<file path="config.mk">
export PLATFORM = sky130hd
export DESIGN_NAME = multi_wave_gen
export DESIGN_NICKNAME = d
export VERILOG_FILES = /design/src/rtl/multi_wave_gen.sv
export SDC_FILE = /design/constraint.sdc
export NUM_CORES = 1
export LEC_CHECK = 0
export ABC_AREA = 1
export ABC_CLOCK_PERIOD_IN_PS = 9300
export CAP_MARGIN = 20
export CORE_MARGIN = 10
export CORE_UTILIZATION = 55
export DETAILED_ROUTE_END_ITERATION = 8
export PLACE_DENSITY = 0.83
export SYNTH_ARGS = -nofsm -noshare
export SYNTH_HDL_FRONTEND = slang
export SYNTH_SLANG_ARGS = --single-unit
export TNS_END_PERCENT = 10
</file>
<file path="constraint.sdc">
create_clock -name BIT_CLK -period 9.3 [get_ports BIT_CLK]
set_clock_uncertainty 0.1 [all_clocks]
set_input_delay 0.93 -clock BIT_CLK [delete_from_list [all_inputs] [get_ports BIT_CLK]]
set_output_delay 0.93 -clock BIT_CLK [all_outputs]
set_load 0.05 [all_outputs]
</file>
<file path="src/rtl/multi_wave_gen.sv">
// -----------------------------------------------------------------------------
// multi_wave_gen
//   Frame-rate waveform generator. Each frame_sig pulse advances a frame
//   counter and produces one unsigned sample in the active mode (sawtooth,
//   square, optional triangle). A new period/mode request is captured on en.
//   Its step, floor(MAX/PERIOD_IN), comes from a restoring divider. The request
//   becomes active at the next cycle boundary after the division completes.
//
//   Optional feature: define MULTI_WAVE_TRIANGLE_EN to build the triangle
//   generator for mode 2. Without it, mode 2 behaves as sawtooth.
//
// Ports
//   BIT_CLK       in   single clock, rising edge
//   RST           in   synchronous active-high reset
//   frame_sig     in   one-cycle pulse per audio frame
//   en            in   load request for PERIOD_IN / MODE_IN
//   PERIOD_IN     in   requested period in frames (values < 2 are taken as 2)
//   MODE_IN       in   requested mode: 0 saw, 1 square, 2 triangle, 3 saw
//   WAVE_OUT      out  current unsigned sample
//   SAMPLE_VALID  out  one-cycle pulse after each WAVE_OUT update
//   PERIOD        out  active period
//   MODE          out  active mode
//   BUSY          out  step divider running
// -----------------------------------------------------------------------------
module multi_wave_gen #(
    parameter int SAMPLE_W     = 18,
    parameter int PERIOD_W     = 7,
    parameter int RESET_PERIOD = 48
) (
    input  logic                BIT_CLK,
    input  logic                RST,
    input  logic                frame_sig,
    input  logic                en,
    input  logic [PERIOD_W-1:0] PERIOD_IN,
    input  logic [1:0]          MODE_IN,
    output logic [SAMPLE_W-1:0] WAVE_OUT,
    output logic                SAMPLE_VALID,
    output logic [PERIOD_W-1:0] PERIOD,
    output logic [1:0]          MODE,
    output logic                BUSY
);

    typedef enum logic [1:0] {
        MODE_SAW    = 2'd0,
        MODE_SQUARE = 2'd1,
        MODE_TRI    = 2'd2,
        MODE_RSVD   = 2'd3
    } wave_mode_e;

    localparam logic [SAMPLE_W-1:0] MAX_VAL    = '1;
    localparam logic [SAMPLE_W-1:0] RESET_STEP = MAX_VAL / SAMPLE_W'(RESET_PERIOD);
    localparam int                  CNT_W      = $clog2(SAMPLE_W);
    localparam logic [CNT_W-1:0]    LAST_BIT   = CNT_W'(SAMPLE_W - 1);

    // Active state
    logic [PERIOD_W-1:0] fc;
    logic [SAMPLE_W-1:0] step;
    logic                pend_ready;

    // Pending request and divider datapath; quo holds the pending step once
    // the division has finished.
    logic [PERIOD_W-1:0] pend_period;
    logic [1:0]          pend_mode;
    logic [SAMPLE_W-1:0] quo;
    logic [PERIOD_W-1:0] rem;
    logic [CNT_W-1:0]    bit_cnt;

    logic [PERIOD_W-1:0] period_in_clamped;
    assign period_in_clamped = (PERIOD_IN < PERIOD_W'(2)) ? PERIOD_W'(2) : PERIOD_IN;

    // Restoring divider step. The dividend is MAX (all ones), so every step
    // shifts a 1 into the partial remainder. The remainder stays below the
    // divisor, so PERIOD_W bits hold it.
    logic [PERIOD_W:0]   trial;
    logic                quo_bit;
    logic [PERIOD_W-1:0] rem_next;

    // NOTE: every signal driven in an always_comb gets a default first, so no
    //       path leaves it unassigned and no latch is inferred.
    always_comb begin
        trial    = {rem, 1'b1};
        quo_bit  = (trial >= {1'b0, pend_period});
        rem_next = trial[PERIOD_W-1:0];
        if (quo_bit) begin
            rem_next = PERIOD_W'(trial - {1'b0, pend_period});
        end
    end

    // Next-sample computation. On the boundary frame that applies a pending
    // request, the new period, mode and step are used right away.
    logic                at_end;
    logic                apply;
    logic [PERIOD_W-1:0] fc_next;
    logic [PERIOD_W-1:0] act_period;
    wave_mode_e          act_mode;
    logic [SAMPLE_W-1:0] act_step;
    logic                first_half;
    logic [SAMPLE_W:0]   saw_sum;
    logic [SAMPLE_W-1:0] wave_next;
`ifdef MULTI_WAVE_TRIANGLE_EN
    logic [SAMPLE_W:0]   step2;
    logic [SAMPLE_W+1:0] tri_sum;
`endif

    always_comb begin
        at_end     = (fc == PERIOD - PERIOD_W'(1));
        apply      = frame_sig && at_end && pend_ready;
        fc_next    = at_end ? '0 : fc + PERIOD_W'(1);
        act_period = apply ? pend_period : PERIOD;
        act_mode   = wave_mode_e'(apply ? pend_mode : MODE);
        act_step   = apply ? quo : step;
        first_half = (fc_next < (act_period >> 1));
        saw_sum    = {1'b0, WAVE_OUT} + {1'b0, act_step};
`ifdef MULTI_WAVE_TRIANGLE_EN
        step2      = {act_step, 1'b0};
        tri_sum    = {2'b00, WAVE_OUT} + {1'b0, step2};
`endif
        // Sawtooth is the fallback for modes 0, 3 and (without the triangle
        // build) 2. A carry out of the add means the sum passed MAX.
        wave_next  = (fc_next == '0) ? '0
                   : (saw_sum[SAMPLE_W] ? MAX_VAL : saw_sum[SAMPLE_W-1:0]);
        case (act_mode)
            MODE_SQUARE: wave_next = first_half ? MAX_VAL : '0;
`ifdef MULTI_WAVE_TRIANGLE_EN
            MODE_TRI: begin
                if (fc_next == '0) begin
                    wave_next = '0;
                end else if (first_half) begin
                    wave_next = (tri_sum > {2'b00, MAX_VAL}) ? MAX_VAL
                                                             : tri_sum[SAMPLE_W-1:0];
                end else begin
                    wave_next = ({1'b0, WAVE_OUT} >= step2)
                              ? SAMPLE_W'({1'b0, WAVE_OUT} - step2) : '0;
                end
            end
`endif
            default: ;
        endcase
    end

    // Control and active state
    // NOTE: sequential state is written with non-blocking assignments only, so
    //       every register samples values from before the clock edge.
    always_ff @(posedge BIT_CLK) begin
        if (RST) begin
            WAVE_OUT     <= '0;
            SAMPLE_VALID <= 1'b0;
            fc           <= '0;
            PERIOD       <= PERIOD_W'(RESET_PERIOD);
            MODE         <= MODE_SAW;
            step         <= RESET_STEP;
            BUSY         <= 1'b0;
            pend_ready   <= 1'b0;
            bit_cnt      <= '0;
        end else begin
            SAMPLE_VALID <= frame_sig;
            if (frame_sig) begin
                fc       <= fc_next;
                WAVE_OUT <= wave_next;
                if (apply) begin
                    PERIOD <= pend_period;
                    MODE   <= pend_mode;
                    step   <= quo;
                end
            end
            // A new request restarts the divider and invalidates any result
            // that is already waiting.
            if (en) begin
                BUSY       <= 1'b1;
                bit_cnt    <= '0;
                pend_ready <= 1'b0;
            end else if (BUSY) begin
                bit_cnt <= bit_cnt + CNT_W'(1);
                if (bit_cnt == LAST_BIT) begin
                    BUSY       <= 1'b0;
                    pend_ready <= 1'b1;
                end
            end else if (apply) begin
                pend_ready <= 1'b0;
            end
        end
    end

    // NOTE: the pending/divider datapath has no reset. Its contents are used
    //       only after en has loaded them and pend_ready has been set.
    always_ff @(posedge BIT_CLK) begin
        if (en) begin
            pend_period <= period_in_clamped;
            pend_mode   <= MODE_IN;
            rem         <= '0;
        end else if (BUSY) begin
            rem <= rem_next;
            quo <= {quo[SAMPLE_W-2:0], quo_bit};
        end
    end

endmodule
</file>
==> results.yml, run 1 <==
setup_path:
  cp_slowest_cell: "nor2_1"
  crit_family: "buffers and inverters"
  worstPathArrival_ps: 5530
  worstSetupEndpointType: "flop"
  critPathBufInv: 6
  crit_fanout: 31
  start_kind: "primary input"
  path_cells: "clkdlybuf4s50_1, buf_4, inv_1, nor3_2, buf_4, inv_2, nor2_1, nor2_1, ha_1, a21oi_1, nor2_1, o21ai_0, nand2_1, nand3_1, nand2_1, nor2_1, inv_1, a21oi_1, a21oi_1, a21oi_1, a21oi_2"
  critPathKind: "primary input to flop"
  worstPathRequired_ps: 9460
  max_stage_delay_ps: 560
  r2r-start: "PERIOD[0]"
  critPathLaunch: "frame_sig"
sta:
  setup_viol: 0
  final.setup.tns_ps: 0
  fmax_ghz: 0.1859
  setup_slack_ps: 3922
  tightest_slew_ps: 947.1
  slew_viol_final: 0
  finalCriticalPeriod_ps: 5378
  hold_viol: 0
  fin_crit_sh: 0.5783
  rsz0062_at_grt: "false"
  slew_headroom: 0.3665
placed_design:
  place_hpwl_mm: 10.35
  dp.cells: 866
  gp_congestion: 0.9493
  io_buffers: 41
  pre_cts_ws_ps: 3674
synthesis:
  synth_area_leader_cell: "dfxtp_1"
  syn-mean-instance-area_um2: 7.563
  synth-main-ff-cell: "dfxtp_1"
  ys_ff_latch: 94
  async_reset_ff_frac: 0
  ys_types: 45
  synth_warnings: 0
  netlist_top_cells_area: "dfxtp_1 25%, edfxtp_1 15%, nand2_1 8.2%"
  syn-cell-area_mm2: 0.005408
  seq_area_frac_synth: 0.3980
  yosysTopAreaCellShare: 0.2480
  synthCells: 715
  ys_top_cells_by_count: "118 x nand2_1, 104 x nor2_1, 78 x a21oi_1"
  yosysMostFrequentCell: "nand2_1"
  synth_edf_count: 27
  syn_nets: 763
detailed_routing:
  num_vias: 4951
  vias_per_cell: 5.607
  drt_iter0_drc: 353
  post_drt_wl_per_cell_um: 15.35
  ant_nets: 0
  dr.pass1.iters: 5
  drc_errors: 0
  wirelength_mm: 13.55
cells_and_area:
  stdcell_count: 883
  ff_latch_area_mm2: 0.002152
  utilization: 0.6302
  drive_gt1_frac: 0.07333
  area_delta_synth_final_pct: 12.86
  nNetsFinal: 793
  multiInputGateArea_mm2: 0.002845
  fillers: 838
  n_antenna_cell: 0
grt:
  grt_pass1_wl_mm: 22.18
  grt_start_max_net_pins: 34
  overflow: 0
  grt_use_total: 0.1873
  antenna_found_initial: 0
  grt_pass1_vias: 4560
cts:
  clk_latency_ps: 370
  numCtsBuffers: 9
  ctsHoldBuffers: 0
  clockBufferDepth: 2
  ctsResizeCount: 0
  clkTransAtPathRegs_ps: 100
  postCtsSetupRepairBufs: 0
  cts.sinks: 94
  htree_num_levels: 3
  cts_tree: "yes"
  clockRootBuffer: "clkbuf_8"
die:
  dieWidth_um: 119.2
  io_pins: 42
  rows: 36
  initial_core_util: 0.5584
  die_area_mm2: 0.01420
  core_mm2: 0.009684
  die_h_um: 119.2
power:
  power.density_mw_per_mm2: 153.3
  finalPower_uw: 935.6
  p_leak_nw: 2.627
  irDropWorstVdd_mv: 0.1116
flow_run:
  cap_violations: 0
min_path:
  hp-start: "quo[0]"
  hold_class: "flop to flop"
outcome:
  outcome: "complete, no violations"
-- layer usage --
metal,share of wire,global-route usage
met1,0.45,0.2326
met2,0.49,0.3195
met3,0.043,0.03354
met4,0.021,0.06412
met5,0,0
-- sequential cells by signal, indices dropped and copies added, names as in the netlist --
register,cells
bit_cnt,5
WAVE_OUT,18
pend_ready,1
fc,7
step,18
pend_period,7
PERIOD,7
pend_mode,2
SAMPLE_VALID,1
quo,18
rem,7
BUSY,1
MODE,2
-- per-stage QoR --
| step | hold WS [ps] | area, um2 |
|---|---|---|
| after floorplan | 327.2 | 5408 |
| after global placement | 334.8 | 5894 |
| after detailed placement | 337.5 | 5899 |
| after CTS | 359.9 | 6096 |
| after global routing | 367.5 | 6103 |
| final | 355.0 | 6103 |
-- worst paths after layout --
path         slack (ps)  cells past startpoint      endpoint
min reg2reg         360                      0        quo[1]
max reg2reg        4210                     27  WAVE_OUT[15]
min                 360                      0        quo[1]
max                3920                     21  WAVE_OUT[15]
-- power breakdown --
part	switching, mW	total [mW]	internal [mW]
combinational	0.125	0.197	0.0717
clock	0.152	0.277	0.125
sequential	0.0204	0.461	0.441
-- cell usage in the layout (no fill, tap or decap), types with 4 or more instances in the layout --
cell	Yosys	layout
a211oi_1	4	4
a21oi_1	78	78
a21oi_2	10	10
a22oi_1	11	11
buf_4	1	5
clkbuf_8	0	9
clkdlybuf4s50_1	0	41
dfxtp_1	67	67
edfxtp_1	27	27
ha_1	33	33
inv_1	71	71
inv_2	5	5
nand2_1	118	118
nand3_1	31	31
nand4_1	4	4
nor2_1	104	104
nor3_1	16	16
nor4_1	4	4
o21ai_0	54	54
xnor2_1	7	7
xor2_1	10	10
-- area by class of cell --
class                   count  area share
clock buffers               9     0.02030
clock inverters             7     0.01189
inverters                  77     0.04756
multi-input cells         516      0.4662
flip-flops and latches     94      0.3526
well taps                 133     0.02727
repair buffers             47     0.07421
-- worst register-to-register path, cell delays in order (launching register included) --
cell,delay (ps)
dfxtp_1,350
inv_2,120
ha_1,320
inv_1,70
nand2_1,80
nand2_1,60
nand2_1,70
nand2_1,70
nor3b_2,200
nand2_2,190
nor3_2,150
buf_4,270
inv_2,190
nor2_1,170
nor2_1,60
ha_1,350
a21oi_1,210
nor2_1,60
o21ai_0,220
nand2_1,90
nand3_1,70
nand2_1,60
nor2_1,560
inv_1,300
a21oi_1,220
a21oi_1,70
a21oi_1,240
a21oi_2,70
-- cell families (layout without fill, tap and decap cells) --
logic type | after synthesis | count (layout) | share of synthesized area
flops | 94 | 94 | 0.3980
simple gates | 292 | 292 | 0.2307
xor+xnor | 17 | 17 | 0.02753
fa+ha+maj | 35 | 35 | 0.08376
buf+inv | 105 | 140 | 0.07589
compound gates | 172 | 172 | 0.1842
No activity file was read; power rests on OpenSTA's default activity.
==> run 2, diff against run 1 <==
--- a/config.mk
+++ b/config.mk
@@ -6,10 +6,10 @@
 export NUM_CORES = 1
 export LEC_CHECK = 0
 export ABC_AREA = 1
-export ABC_CLOCK_PERIOD_IN_PS = 9300
+export ABC_CLOCK_PERIOD_IN_PS = 4650
 export CAP_MARGIN = 20
 export CORE_MARGIN = 10
-export CORE_UTILIZATION = 55
+export CORE_UTILIZATION = 53
 export DETAILED_ROUTE_END_ITERATION = 8
 export PLACE_DENSITY = 0.83
 export SYNTH_ARGS = -nofsm -noshare
==> constraint.sdc (replaced) <==
create_clock -name BIT_CLK -period 4.65 [get_ports BIT_CLK]
set_clock_uncertainty 0.1 [all_clocks]
set_input_delay 0.465 -clock BIT_CLK [delete_from_list [all_inputs] [get_ports BIT_CLK]]
set_output_delay 0.465 -clock BIT_CLK [all_outputs]
set_load 0.05 [all_outputs]
==> run 2 against run 1 <==
Total power is 100% higher. Core utilization down 0.54 points. Sequential power is 99% higher. Via count grew 0.63%. Worst setup slack worse by 3500 ps. Critical path type is now flop to flop. Largest cell class unchanged. Largest power group unchanged. Highest routed layer unchanged.
==> results.yml, run 2 (same netlist as run 1, synthesis figures left out) <==
setup_path:
  worstSetupEndpointType: "flop"
  worstPathArrival_ps: 4440
  timing.rr.end: "WAVE_OUT[16]"
  worstPathRequired_ps: 4830
  start_kind: "flop"
  crit_fanout: 12
  critPathKind: "flop to flop"
  r2r_slack_ps: 390
  reg2reg_depth: 27
  r2r-start: "PERIOD[0]"
cells_and_area:
  ff_latch_area_mm2: 0.002152
  mostFrequentLayoutCells: "118 x nand2_1, 104 x nor2_1, 78 x a21oi_1"
  multiInputGateArea_mm2: 0.002863
  nNetsFinal: 799
  design_area_mm2: 0.006163
  drive_gt1_frac: 0.07937
  layout_commonest_cell: "nand2_1"
  area_delta_synth_final_pct: 13.97
  n_antenna_cell: 0
  top_regs: "WAVE_OUT (18), quo (18), step (18)"
  fillers: 856
flow_run:
  cap_violations: 0
placed_design:
  placed_area_mm2: 0.005947
  io_buffers: 41
  place_hpwl_mm: 10.17
  gp_congestion: 0.9901
die:
  dieWidth_um: 121.0
  io_pins: 42
  die_area_mm2: 0.01464
  core_mm2: 0.009864
  die_h_um: 121.0
  initial_core_util: 0.5482
  rows: 36
grt:
  grt_pass1_wl_mm: 22.74
  grt_pass1_vias: 4840
  antenna_found_initial: 0
  grt_start_max_net_pins: 31
  overflow: 0
  grt_use_total: 0.1893
detailed_routing:
  dr.pass1.iters: 5
  drc_errors: 0
  wl_met1_mm: 5.986
  post_drt_wl_per_cell_um: 15.62
  drt_iter0_drc: 511
  vias_per_cell: 5.604
  ant_nets: 0
  top_layer: "met4"
  wl_met3_um: 786
  wirelength_mm: 13.88
  num_vias: 4982
  wl_met2_mm: 6.807
sta:
  tightest_slew_ps: 1090
  slew_headroom: 0.2709
  fin_crit_sh: 0.9163
  holdWs_ps: 351.6
  fmax_ghz: 0.2347
  hold_viol: 0
  rsz0062_at_grt: "false"
  setup_viol: 0
  final.setup.tns_ps: 0
  finalCriticalPeriod_ps: 4261
  slew_viol_final: 0
power:
  power.density_mw_per_mm2: 303.5
  irDropWorstVdd_mv: 0.1936
  p_leak_nw: 2.684
  finalPower_mw: 1.870
cts:
  clkTransAtPathRegs_ps: 100
  postCtsSetupRepairBufs: 0
  clk_latency_ps: 380
  clockBufferDepth: 2
  cts.sinks: 94
  htree_num_levels: 3
  cts_tree: "yes"
  clockRootBuffer: "clkbuf_8"
  numCtsBuffers: 9
min_path:
  hold_path_end: "quo[11]"
  hold_class: "flop to flop"
  hold_depth: 0
  hp-start: "quo[10]"
outcome:
  outcome: "complete, no violations"
[run 2: cell types whose count changed in the layout (fill, tap and decap cells not counted), moves of 2 or more]
cell / previous run / this run
buf_4: 5 / 11
clkbuf_1: 0 / 2
clkinv_2: 3 / 1
clkinvlp_4: 2 / 0
clkinv_4: 0 / 3
inv_6: 2 / 0
[run 2: critical path, cell delays in order (launching register included)]
cell     delay (ps)
dfxtp_1         370
inv_2            70
ha_2            320
inv_1            40
nand2_1          50
nand2_1          40
nor2_1          140
nor3b_4         240
nand2_4         140
nor3_2          150
buf_4           220
nor2_1           80
nor2_1          150
ha_1            220
inv_1            90
fa_1            430
inv_1           120
nand3_1          70
nand2_1         110
a21oi_1         120
o21ai_2         200
nand2_1         100
nand2_1          70
nand2_1          40
a21oi_1         140
a21oi_1          60
a21oi_1         190
a21oi_2          60
[run 2: repair_timing]
action	in CTS	in global routing
endpoints found under the setup margin	0	18
hold buffers	0	0
gates resized for setup	0	7
[run 2: per-layer routing]
metal	vias to the layer above	global-route usage
li1	2458	-
met1	2326	0.2196
met2	176	0.3330
met3	22	0.04281
met4	0	0.06787
met5	-	0
[run 2: cell type report]
class                           instances  area share
Tap cell                              133     0.02700
Multi-Input combinational cell        516      0.4645
Clock inverter                          5    0.009744
Timing Repair Buffer                   53     0.08080
Inverter                               77     0.04750
Sequential cell                        94      0.3492
Clock buffer                           11     0.02132
[run 2: power by group]
part           total (mW)  switching [mW]  internal [mW]
combinational       0.397           0.250          0.147
sequential          0.917          0.0351          0.882
clock               0.557           0.306          0.251
total                1.87           0.591           1.28
[run 2: through the flow]
stage,instances,worst slack (ps),utilization
after global routing,889,1.371,0.6248
after CTS,888,121.4,0.6223
final,889,389.0,0.6248
after detailed placement,872,166.2,0.6029
after global placement,872,328.3,0.6029
after floorplan,715,440.7,-
[run 2: how the worst max path moves through the flow]
stage          startpoint      endpoint  slack (ps)
6_report        PERIOD[0]  WAVE_OUT[16]         390
5_1_grt         PERIOD[0]  WAVE_OUT[15]           1
4_1_cts         PERIOD[0]  WAVE_OUT[16]         120
3_5_place_dp    PERIOD[0]  WAVE_OUT[16]         170
3_3_place_gp    PERIOD[0]  WAVE_OUT[16]         330
2_1_floorplan   PERIOD[0]  WAVE_OUT[13]         440
